$ cat src/rtl/fp_conv_pkg.sv
// Shared float16 <-> fixed 8.8 conversion types, constants and the float16 decoder.
// Latency: n/a (types, constants and a pure combinational helper function).
// Backpressure: n/a.
package fp_conv_pkg;

  localparam int FLT_BIAS = 15;
  localparam int FIX_FRAC = 8;
  localparam int EXP_W    = 5;
  localparam int MAN_W    = 10;
  localparam logic [15:0] FIX_MAX = 16'h7FFF;
  localparam logic [15:0] FIX_MIN = 16'h8000;

  localparam int SH_W  = 24;  // shift register width
  localparam int CNT_W = 5;   // shift distance is at most 16

  // Exponent at which {1,m} is already aligned to 8.8 (bias + MAN_W - FIX_FRAC = 17).
  localparam logic [EXP_W-1:0] ALIGN_EXP = EXP_W'(FLT_BIAS + MAN_W - FIX_FRAC);
  // First exponent whose smallest value (2^7 = 128.0) no longer fits in 8.8.
  localparam logic [EXP_W-1:0] SAT_EXP = EXP_W'(FLT_BIAS + 15 - FIX_FRAC);

  typedef enum logic [2:0] {IDLE, LOAD, SHIFT, FINAL, DONE} state_t;

  typedef struct packed {
    logic             s;
    logic [EXP_W-1:0] e;
    logic [MAN_W-1:0] m;
  } flt16_t;

  // Result class; everything except K_NORM bypasses the shifter.
  typedef enum logic [2:0] {K_NORM, K_ZERO, K_NAN, K_SAT, K_NEG128} kind_t;

  typedef struct packed {
    kind_t            kind;
    logic             s;
    logic             left;  // 1: shift left, 0: shift right
    logic [CNT_W-1:0] n;     // shift distance
    logic [SH_W-1:0]  sig;   // {1,m} right-aligned
  } dec_t;

  function automatic dec_t f16_decode(input flt16_t f);
    dec_t d;
    d.kind = K_NORM;
    d.s    = f.s;
    d.left = 1'b0;
    d.n    = '0;
    d.sig  = SH_W'({1'b1, f.m});
    if (f.e == '0) begin
      d.kind = K_ZERO;
    end else if (f.e == '1) begin
      d.kind = (f.m == '0) ? K_SAT : K_NAN;
    end else if (f.e >= SAT_EXP) begin
      // -128.0 is the only value in the saturating band that fits exactly.
      d.kind = (f.s && f.e == SAT_EXP && f.m == '0) ? K_NEG128 : K_SAT;
    end else if (f.e > ALIGN_EXP) begin
      d.left = 1'b1;
      d.n    = CNT_W'(f.e - ALIGN_EXP);
    end else begin
      d.n    = CNT_W'(ALIGN_EXP - f.e);
    end
    return d;
  endfunction

endpackage

$ cat src/rtl/flt2fix_iter_if.sv
// Request/result bundle of the iterative float16 -> fixed 8.8 converter.
// Latency: n/a (wires only).
// Backpressure: none; start is only honoured while the converter is not busy.
// Signals: start, flt_in[15:0] (requester -> converter); fix_out[15:0], sat, done, busy (back).
interface flt2fix_iter_if;
  logic        start;
  logic [15:0] flt_in;
  logic [15:0] fix_out;
  logic        sat;
  logic        done;
  logic        busy;

  modport master (output start, flt_in, input fix_out, sat, done, busy);
  modport slave  (input start, flt_in, output fix_out, sat, done, busy);
endinterface

$ cat src/rtl/flt2fix_shifter.sv
// Significand shift register with remaining-distance counter (and guard/sticky when rounding).
// Latency: loads in one cycle, then min(SHIFT_PER_CYCLE, remaining) bits per enabled cycle.
// Backpressure: none; shifting advances only while shift_en is high.
// Ports: clk, reset, load, left, cnt_in, val_in, shift_en -> val, last [, guard, sticky].
// Macro FLT2FIX_ROUND_EN adds guard/sticky tracking for right shifts.
module flt2fix_shifter
  import fp_conv_pkg::*;
#(
  parameter int SHIFT_PER_CYCLE = 1
) (
  input  logic             clk,
  input  logic             reset,
  input  logic             load,
  input  logic             left,
  input  logic [CNT_W-1:0] cnt_in,
  input  logic [SH_W-1:0]  val_in,
  input  logic             shift_en,
  output logic [SH_W-1:0]  val,
  output logic             last
`ifdef FLT2FIX_ROUND_EN
  ,
  output logic             guard,
  output logic             sticky
`endif
);

  logic [SH_W-1:0]  val_q, val_d;
  logic [CNT_W-1:0] cnt_q, cnt_d;
  logic             left_q;
`ifdef FLT2FIX_ROUND_EN
  logic             grd_q, grd_d, stk_q, stk_d;
`endif

  // Unrolled single-bit steps; steps beyond the remaining distance are no-ops.
  always_comb begin
    val_d = val_q;
    cnt_d = cnt_q;
`ifdef FLT2FIX_ROUND_EN
    grd_d = grd_q;
    stk_d = stk_q;
`endif
    for (int i = 0; i < SHIFT_PER_CYCLE; i++) begin
      if (cnt_d != '0) begin
        if (left_q) begin
          val_d = {val_d[SH_W-2:0], 1'b0};
        end else begin
`ifdef FLT2FIX_ROUND_EN
          stk_d = stk_d | grd_d;
          grd_d = val_d[0];
`endif
          val_d = {1'b0, val_d[SH_W-1:1]};
        end
        cnt_d = cnt_d - 1'b1;
      end
    end
  end

  always_ff @(posedge clk or posedge reset) begin
    if (reset) begin
      val_q  <= '0;
      cnt_q  <= '0;
      left_q <= 1'b0;
`ifdef FLT2FIX_ROUND_EN
      grd_q  <= 1'b0;
      stk_q  <= 1'b0;
`endif
    end else if (load) begin
      val_q  <= val_in;
      cnt_q  <= cnt_in;
      left_q <= left;
`ifdef FLT2FIX_ROUND_EN
      grd_q  <= 1'b0;
      stk_q  <= 1'b0;
`endif
    end else if (shift_en) begin
      val_q  <= val_d;
      cnt_q  <= cnt_d;
`ifdef FLT2FIX_ROUND_EN
      grd_q  <= grd_d;
      stk_q  <= stk_d;
`endif
    end
  end

  assign val  = val_q;
  // This cycle's step finishes the remaining distance.
  assign last = (cnt_q <= CNT_W'(SHIFT_PER_CYCLE));
`ifdef FLT2FIX_ROUND_EN
  assign guard  = grd_q;
  assign sticky = stk_q;
`endif

endmodule

$ cat src/rtl/flt2fix_iter.sv
// Iterative float16 (1.5.10, bias 15) to fixed 8.8 two's-complement converter.
// Latency: start accepted at edge k -> done after edge k+2+ceil(n/SHIFT_PER_CYCLE).
// Backpressure: start ignored while busy; done held (and result held) until next accepted start.
// Ports: clk, reset (async, active-high), bus (flt2fix_iter_if.slave: start, flt_in, fix_out, sat, done, busy).
// Macro FLT2FIX_ROUND_EN: round-to-nearest-even on right shifts instead of truncation.
module flt2fix_iter
  import fp_conv_pkg::*;
#(
  parameter int SHIFT_PER_CYCLE = 1  // 1, 2 or 4
) (
  input  logic           clk,
  input  logic           reset,
  flt2fix_iter_if.slave  bus
);

  state_t          state, nstate;
  flt16_t          flt_q;
  dec_t            dec;
  logic [15:0]     fix_q, res;
  logic            sat_q, res_sat;
  logic            cap, ld, shift_en, fin_wr, busy_c, done_c;
  logic [SH_W-1:0] sh_val;
  logic            sh_last;
  logic [16:0]     mag;
`ifdef FLT2FIX_ROUND_EN
  logic            sh_guard, sh_sticky;
`endif

  // flt_q is stable from LOAD to DONE, so one decoder serves both LOAD and FINAL.
  assign dec = f16_decode(flt_q);

  always_ff @(posedge clk or posedge reset) begin
    if (reset) state <= IDLE;
    else       state <= nstate;
  end

  always_comb begin
    nstate   = state;
    cap      = 1'b0;
    ld       = 1'b0;
    shift_en = 1'b0;
    fin_wr   = 1'b0;
    busy_c   = 1'b0;
    done_c   = 1'b0;
    case (state)
      IDLE: begin
        if (bus.start) begin
          cap    = 1'b1;
          nstate = LOAD;
        end
      end
      LOAD: begin
        busy_c = 1'b1;
        ld     = 1'b1;
        nstate = (dec.n != '0) ? SHIFT : FINAL;
      end
      SHIFT: begin
        busy_c   = 1'b1;
        shift_en = 1'b1;
        if (sh_last) nstate = FINAL;
      end
      FINAL: begin
        busy_c = 1'b1;
        fin_wr = 1'b1;
        nstate = DONE;
      end
      DONE: begin
        done_c = 1'b1;
        if (bus.start) begin
          cap    = 1'b1;
          nstate = LOAD;
        end
      end
      default: nstate = IDLE;
    endcase
  end

  flt2fix_shifter #(.SHIFT_PER_CYCLE(SHIFT_PER_CYCLE)) u_shifter (
    .clk      (clk),
    .reset    (reset),
    .load     (ld),
    .left     (dec.left),
    .cnt_in   (dec.n),
    .val_in   (dec.sig),
    .shift_en (shift_en),
    .val      (sh_val),
    .last     (sh_last)
`ifdef FLT2FIX_ROUND_EN
    ,
    .guard    (sh_guard),
    .sticky   (sh_sticky)
`endif
  );

  // Final stage: optional rounding, then rail checks, then sign.
  always_comb begin
    mag     = {1'b0, sh_val[15:0]};
    res     = '0;
    res_sat = 1'b0;
`ifdef FLT2FIX_ROUND_EN
    if (sh_guard && (sh_sticky || sh_val[0])) mag = mag + 17'd1;
`endif
    case (dec.kind)
      K_ZERO:   res = '0;
      K_NAN:    res_sat = 1'b1;
      K_SAT: begin
        res     = dec.s ? FIX_MIN : FIX_MAX;
        res_sat = 1'b1;
      end
      K_NEG128: res = FIX_MIN;
      default: begin
        // A rounding carry can push the magnitude past the rail, so check after it.
        if (sh_val[SH_W-1:16] != '0 ||
            (!dec.s && mag > {1'b0, FIX_MAX}) ||
            ( dec.s && mag > {1'b0, FIX_MIN})) begin
          res     = dec.s ? FIX_MIN : FIX_MAX;
          res_sat = 1'b1;
        end else begin
          res = dec.s ? (~mag[15:0] + 16'd1) : mag[15:0];
        end
      end
    endcase
  end

  always_ff @(posedge clk or posedge reset) begin
    if (reset) begin
      flt_q <= '0;
      fix_q <= '0;
      sat_q <= 1'b0;
    end else begin
      if (cap)    flt_q <= bus.flt_in;
      if (fin_wr) begin
        fix_q <= res;
        sat_q <= res_sat;
      end
    end
  end

  assign bus.fix_out = fix_q;
  assign bus.sat     = sat_q;
  assign bus.done    = done_c;
  assign bus.busy    = busy_c;

endmodule
$ cat src/flat_wrapper.sv
// flat-port wrapper written by rule: the top's interface ports become plain ports
module flt2fix_iter_flat import fp_conv_pkg::*;
#(
  parameter int SHIFT_PER_CYCLE = 1              
)
  (clk, reset, bus_start, bus_flt_in, bus_fix_out, bus_sat, bus_done, bus_busy);
  flt2fix_iter_if bus_i ();
  input  logic clk;
  input  logic reset;
  input wire logic [$bits(bus_i.start)-1:0] bus_start;
  input wire logic [$bits(bus_i.flt_in)-1:0] bus_flt_in;
  output wire logic [$bits(bus_i.fix_out)-1:0] bus_fix_out;
  output wire logic [$bits(bus_i.sat)-1:0] bus_sat;
  output wire logic [$bits(bus_i.done)-1:0] bus_done;
  output wire logic [$bits(bus_i.busy)-1:0] bus_busy;
  assign bus_i.start = bus_start;
  assign bus_i.flt_in = bus_flt_in;
  assign bus_fix_out = bus_i.fix_out;
  assign bus_sat = bus_i.sat;
  assign bus_done = bus_i.done;
  assign bus_busy = bus_i.busy;
  flt2fix_iter #(.SHIFT_PER_CYCLE(SHIFT_PER_CYCLE)) u_core (.clk(clk), .reset(reset), .bus(bus_i));
endmodule
$ cat config.mk
export PLATFORM = sky130hd
export DESIGN_NAME = flt2fix_iter_flat
export DESIGN_NICKNAME = d
export VERILOG_FILES = /design/src/rtl/fp_conv_pkg.sv /design/src/rtl/flt2fix_iter_if.sv /design/src/rtl/flt2fix_shifter.sv /design/src/rtl/flt2fix_iter.sv /design/src/flat_wrapper.sv
export SDC_FILE = /design/constraint.sdc
export NUM_CORES = 1
export LEC_CHECK = 0
export BUFFER_PORTS_ARGS = -buffer_cell sky130_fd_sc_hd__buf_2
export CAP_MARGIN = 20
export CORE_AREA = 2 2 106 82
export DETAILED_ROUTE_END_ITERATION = 6
export DIE_AREA = 0 0 108 84
export PLACE_DENSITY = 0.8
export SLEW_MARGIN = 30
export SYNTH_ARGS = -nofsm -noshare
export SYNTH_HDL_FRONTEND = slang
export SYNTH_SLANG_ARGS = --single-unit
$ cat constraint.sdc
create_clock -name clk -period 2.3 [get_ports clk]
set_input_delay 0.23 -clock clk [delete_from_list [all_inputs] [get_ports clk]]
set_output_delay 0.23 -clock clk [all_outputs]
set_load 0.01 [all_outputs]
==> Yosys cells after proc, flatten, opt, wreduce, memory -nomap -nowiden <==
Index checks and enable logic that the tools add are counted.
{ "op_classes": {"magnitude_cmp": 5, "add_sub_neg": 4, "muxes": 34, "n_eq_ne": 12, "n_reduce_logical": 22, "bitwise_logic": 1} }
{ "ops": {"columns": ["cell", "count"], "rows": [
  ["24-bit two-way mux", 4],
  ["16-bit two-way mux", 3],
  ["16-bit one-hot mux with 3 select lines", 1],
  ["5-bit two-way mux", 4],
  ["3-bit two-way mux", 6],
  ["6-bit two-way mux", 3],
  ["16-bit by 1-bit adder with 16-bit output (second input constant)", 1],
  ["16-bit by 15-bit > comparator with 1-bit output (second input constant)", 1],
  ["16-bit > comparator (second input constant)", 1],
  ["16-bit inverter", 1],
  ["3-bit by 2-bit equality test with 1-bit output (second input constant)", 4],
  ["3-bit one-hot mux with 4 select lines", 1],
  ["1-bit two-way mux", 11],
  ["5-bit equality test (second input constant)", 2],
  ["10-bit logical NOT", 1],
  ["5-bit nonzero test", 2],
  ["8-bit nonzero test", 1],
  ["2-bit OR reduction", 4],
  ["3-bit by 1-bit equality test with 1-bit output (second input constant)", 2],
  ["3-bit equality test (second input constant)", 2],
  ["5-bit greater-or-equal comparator (second input constant)", 1],
  ["5-bit > comparator (second input constant)", 1],
  ["5-bit by 1-bit <= comparator with 1-bit output (second input constant)", 1],
  ["5-bit logical NOT", 1],
  ["12 further kinds", 19]
]} }
{ "totals": {"ff_bits": 66, "input_bits": 19, "word_cells": 87} }

==> Depth between registers and ports, before layout <==
{ "logic_depth": {"depth_word": 10, "mapped_depth": 9, "ltp_nobuf": 7} }

==> Hierarchy <==
A second synthesis with hierarchy kept.
{ "hier_totals": {"cells_unflattened": 419, "hier_area_um2": 4154.0} }
{ "by_module_without_submodules": {"columns": ["module", "area_each_um2", "instances", "cells_per_inst", "seq_area_each_um2"], "rows": [
  ["flt2fix_iter", 2402.3, 1, 248, 900.9],
  ["flt2fix_shifter", 1751.7, 1, 171, 750.7]
]} }

==> Least setup slack after synthesis <==
OpenSTA, ideal clock, no wires.
{ "synth_path": {"path_type": "reg2reg", "startpoint": "reg u_core.flt_q[11] in the netlist's numbering", "endpoint": "reg u_core.fix_q[9] (netlist: u_core.bus.fix_out[9])", "t_required_ns": 2.163, "setup_time_ns": 0.137, "synth_period_minus_slack_ns": 2.110, "arrival_ns": 1.973, "path_buffers": 2, "stages_incl_launch_ff": 9, "setup_slack_ns": 0.190, "path_cell_list": "dfrtp_1 > inv_1 > ha_1 > or4b_2 > and2_1 > clkbuf_1 > clkbuf_1 > o211ai_1 > a21oi_1"} }
{ "synth_between": {"elab_chain_cells": 10, "word_cells_on_any_way": 16, "classes_between": "order compare (1); eq/ne (6); mux (5); reduce/logical (4)"} }
{ "synth_lines": {"columns": ["item", "line", "source"], "rows": [
  ["from (decl)", "flt2fix_iter.sv:17", "flt16_t flt_q;"],
  ["from (signal assigned)", "flt2fix_iter.sv:131", "if (cap) flt_q <= bus.flt_in;"],
  ["5-bit equality test", "fp_conv_pkg.sv:53", "d.kind = (f.s && f.e == SAT_EXP && f.m == '0) ? K_NEG128 : K_SAT;"],
  ["1-bit logical AND (2 in a row)", "fp_conv_pkg.sv:53", null],
  ["3-bit two-way mux", "fp_conv_pkg.sv:53", null],
  ["3-bit two-way mux", "fp_conv_pkg.sv:51", "end else if (f.e >= SAT_EXP) begin"],
  ["3-bit two-way mux", "fp_conv_pkg.sv:49", "end else if (f.e == '1) begin"],
  ["3-bit two-way mux (*)", "fp_conv_pkg.sv:47", "if (f.e == '0) begin"],
  ["3-bit by 1-bit equality test with 1-bit output / 3-bit by 2-bit equality test with 1-bit output (equally long branches)", "flt2fix_iter.sv:103", "case (dec.kind)"],
  ["2-bit OR reduction (no source line)", null, null],
  ["16-bit one-hot mux with 3 select lines (*)", "flt2fix_iter.sv:103", null],
  ["to (signal assigned)", "flt2fix_iter.sv:133", "fix_q <= res;"],
  ["to (decl)", "flt2fix_iter.sv:19", "logic [15:0] fix_q, res;"]
]} }
Every way passes the cells marked *; elsewhere a longest branch is shown, timed or not.
A chain may end at the register's enable or synchronous reset.

==> Worst setup path in the final report <==
{ "layout_path": {"startpoint": "reg u_core.u_shifter.val_q[9] (netlist: u_core.u_shifter.val[9])", "endpoint": "reg u_core.fix_q[14] (netlist: u_core.bus.fix_out[14])"} }
{ "layout_between": {"elab_chain_cells": 6, "word_cells_on_any_way": 11, "classes_between": "add/sub (1); order compare (2); mux (3); bitwise (1); reduce/logical (4)"} }
{ "layout_lines": {"columns": ["item", "line", "source"], "rows": [
  ["from (decl)", "flt2fix_shifter.sv:27", "logic [SH_W-1:0] val_q, val_d;"],
  ["from (signal assigned)", "flt2fix_shifter.sv:68", "val_q <= val_in;"],
  ["from (signal assigned)", "flt2fix_shifter.sv:76", "val_q <= val_d;"],
  ["16-bit by 15-bit > comparator with 1-bit output", "flt2fix_iter.sv:114", "(!dec.s && mag > {1'b0, FIX_MAX}) ||"],
  ["1-bit logical AND", "flt2fix_iter.sv:114", null],
  ["1-bit logical OR", "flt2fix_iter.sv:113", "if (sh_val[SH_W-1:16] != '0 ||"],
  ["1-bit logical OR", "flt2fix_iter.sv:114", null],
  ["16-bit two-way mux (*)", "flt2fix_iter.sv:113", null],
  ["16-bit one-hot mux with 3 select lines (*)", "flt2fix_iter.sv:103", null]
]} }
Marks and branches as above.

==> metrics.cfg <==
[grt]
grt_max_degree=67
grt_overflow=0
grt_usage_pct=22.4
antenna_found_initial=0
grt_first_pass_wirelength_um=15900
grt_pass1_vias=3179

[drt]
met1_length_um=4550
vias=3454
wl_met2_um=4260
drc=0
routed_wl_um=9620
firstDrtPassIters=4
avgRoutedWirePerCell_um=16.6
ant_nets=0
avgViaCountPerCell=5.97
drt-initial-drc-count=260
met3_wirelength_um=707
top_layer=met4

[outcome]
outcome=finished clean

[synthesis]
synth_ff_type=dfrtp_1
syn_nets=449
ys_ff_latch=66
ys_seq_area_share_pct=42.2
syn_inst=419
syn_area_um2=3910
synth_cell_types=58
synth_edf_count=0
syn_area_per_cell_um2=9.33
synthArstFlopShare_pct=100
ys_warn_count=0

[setup_path]
startpoint_type=register
cp.required_ns=2.53
path_class=reg2reg
cp-end-kind=register
critPathMaxFanout=9
crit_arrival_ns=2.44

[die]
die_area_um2=9070
start_util_pct=47.9
num_io_pins=38
fp.dieH_um=84
coreArea_um2=8160
die_x_um=108
placementRows=29

[timing]
slew_viol_final=0
max_clock_freq_mhz=452
setup_violations=0
rsz0062_at_grt=true
tightest_slew_ns=0.623
finalSetupTns_ns=0
slew_headroom_pct=58.5
fin_crit_ns=2.21
skew_ns=0.00823
post-route-period-util_pct=96.1
holdWs_ns=0.0774
hold_violations=0

[clock_network]
cts_root_buf=clkbuf_8
post_cts_buffers=0
cts_tree=yes
cts_max_path_buffers=2
cts.sinks=66
clk_pin_slew_worst_paths_ns=0.07
cts.htree.levels=3
clock_latency_ns=0.35
numCtsBuffers=9

[cells_and_area]
diodes=0
final_layout_size_suffix_gt1_share_pct=24.4
fin_nets=496
fin_util_pct=56.0
area_delta_synth_final_pct=16.9

[pwr]
powerDensity_nw_per_um2=1580
power_uw=7210
p_leak_uw=0.00192
peakVddDrop_mv=0.602

[placement]
place.gp.congestion=0.888
io_buffers=37
dpl.hpwl_um=6860

[worst_hold_path]
hp-class=in2reg

[job]
max_cap_violations=0

==> report_power, final <==
part	switching (µW)	leakage (µW)	total, µW	internal, µW
registers	527	0.000789	2250	1730
clock network	424	0.0000872	840	416
logic	2340	0.00104	4120	1770
==> layout make-up <==
class	count	area, µm²
inverter	14	52.6
fill	710	3590
timing repair buffer	69	440
sequential	66	1650
multi-input combinational	306	2130
clock buffer	13	149
tap	108	135
clock inverter	3	15.0
==> flip-flops by register name, indices dropped and copies added, names as in the netlist <==
name,cells
u_core.u_shifter.left_q,1
u_core.dec,11
u_core.flt_q,5
u_core.u_shifter.val,24
u_core.bus.fix_out,16
u_core.u_shifter.cnt_q,5
u_core.state,3
u_core.bus.sat,1
==> final timing paths <==
| check | start | slack [ns] | depth (start not counted) | end |
|---|---|---|---|---|
| hold / removal | bus_start | 0.08 | 2 | u_core.state[2] |
| hold reg to reg | u_core.dec[4] | 0.53 | 2 | u_core.u_shifter.val[4] |
| max in group asynchronous | reset | 1.51 | 4 | u_core.u_shifter.val[21] |
| min in group asynchronous | reset | 0.49 | 4 | u_core.u_shifter.cnt_q[0] |
| setup reg to reg | u_core.u_shifter.val[9] | 0.09 | 5 | u_core.bus.fix_out[14] |
| setup / recovery | u_core.u_shifter.val[9] | 0.09 | 5 | u_core.bus.fix_out[14] |
==> cells by family (layout without fill, tap and decap cells) <==
group	after synthesis	in the layout	share of synthesized area (%)
AOI/OAI and AO/OA	119	119	20.6
xor gates and xnor gates	16	16	3.58
adders and majority gates	11	11	3.52
buffers and inverters	47	99	4.93
DFF	66	66	42.2
muxes	35	35	9.37
and+or+nand+nor	125	125	15.8
==> repair_timing <==
action	CTS	global route
hold buffers	1	0
pin swaps	0	1
endpoints found under the setup margin	12	18
resized for setup	1	8
endpoints found under the hold margin	66	0
==> layout by cell type, fill, tap and decap left out, types with 5 or more instances in the layout <==
cell type  instances
buf_2             37
buf_4             30
nand2_1           25
nor2_1            52
nand3_1            8
nor4_1             5
clkbuf_8          10
dfrtp_1           66
nor3_1             7
mux2i_1           22
xnor2_1            9
ha_1              11
o21ai_0           24
mux2_2            13
a211oi_1          13
inv_1             12
a21oi_1           23
o31ai_1            6
xor2_1             7
o211ai_1          12
==> Yosys cell counts, types with 3 or more instances <==
library cell / n / area (µm²)
a211oi_1: 15 / 113
a21boi_0: 3 / 22.5
a21oi_1: 24 / 120
a22oi_1: 4 / 30.0
a311oi_1: 4 / 35.0
a31oi_1: 3 / 18.8
buf_2: 3 / 15.0
clkbuf_1: 25 / 93.8
dfrtp_1: 66 / 1650
ha_1: 11 / 138
inv_1: 13 / 48.8
mux2_2: 13 / 146
mux2i_1: 22 / 220
nand2_1: 25 / 93.8
nand2b_1: 3 / 18.8
nand3_1: 8 / 40.0
nor2_1: 52 / 195
nor2b_1: 3 / 18.8
nor3_1: 8 / 40.0
nor4_1: 5 / 31.3
o211ai_1: 12 / 90.1
o21ai_0: 24 / 120
o22ai_1: 4 / 25.0
o31ai_1: 6 / 45.0
o41ai_1: 3 / 26.3
or3_1: 3 / 18.8
or4_1: 3 / 22.5
xnor2_1: 9 / 78.8
xor2_1: 7 / 61.3
==> worst max-delay path: stages (launching register included) <==
cell and delay [ns]:
dfrtp_1 0.49, or4_4 0.56, or3_4 0.38, o41ai_4 0.35, xor2_1 0.20, a22oi_1 0.11
==> layer usage <==
layer	vias up	track usage (%)
met5	-	0
met4	0	5.36
met3	13	6.25
met2	139	32.1
met1	1683	33.4
li1	1619	-
==> through the flow <==
step	setup WS, ns	cell area (µm²)	instances
floorplan	0.190	3910	419
global placement	0.0687	4350	562
detailed placement	-0.0404	4350	562
CTS	0.0776	4530	579
global route	-0.0191	4570	579
finish	0.0886	4570	579
Note: power is estimated with default switching activity, not from simulation.
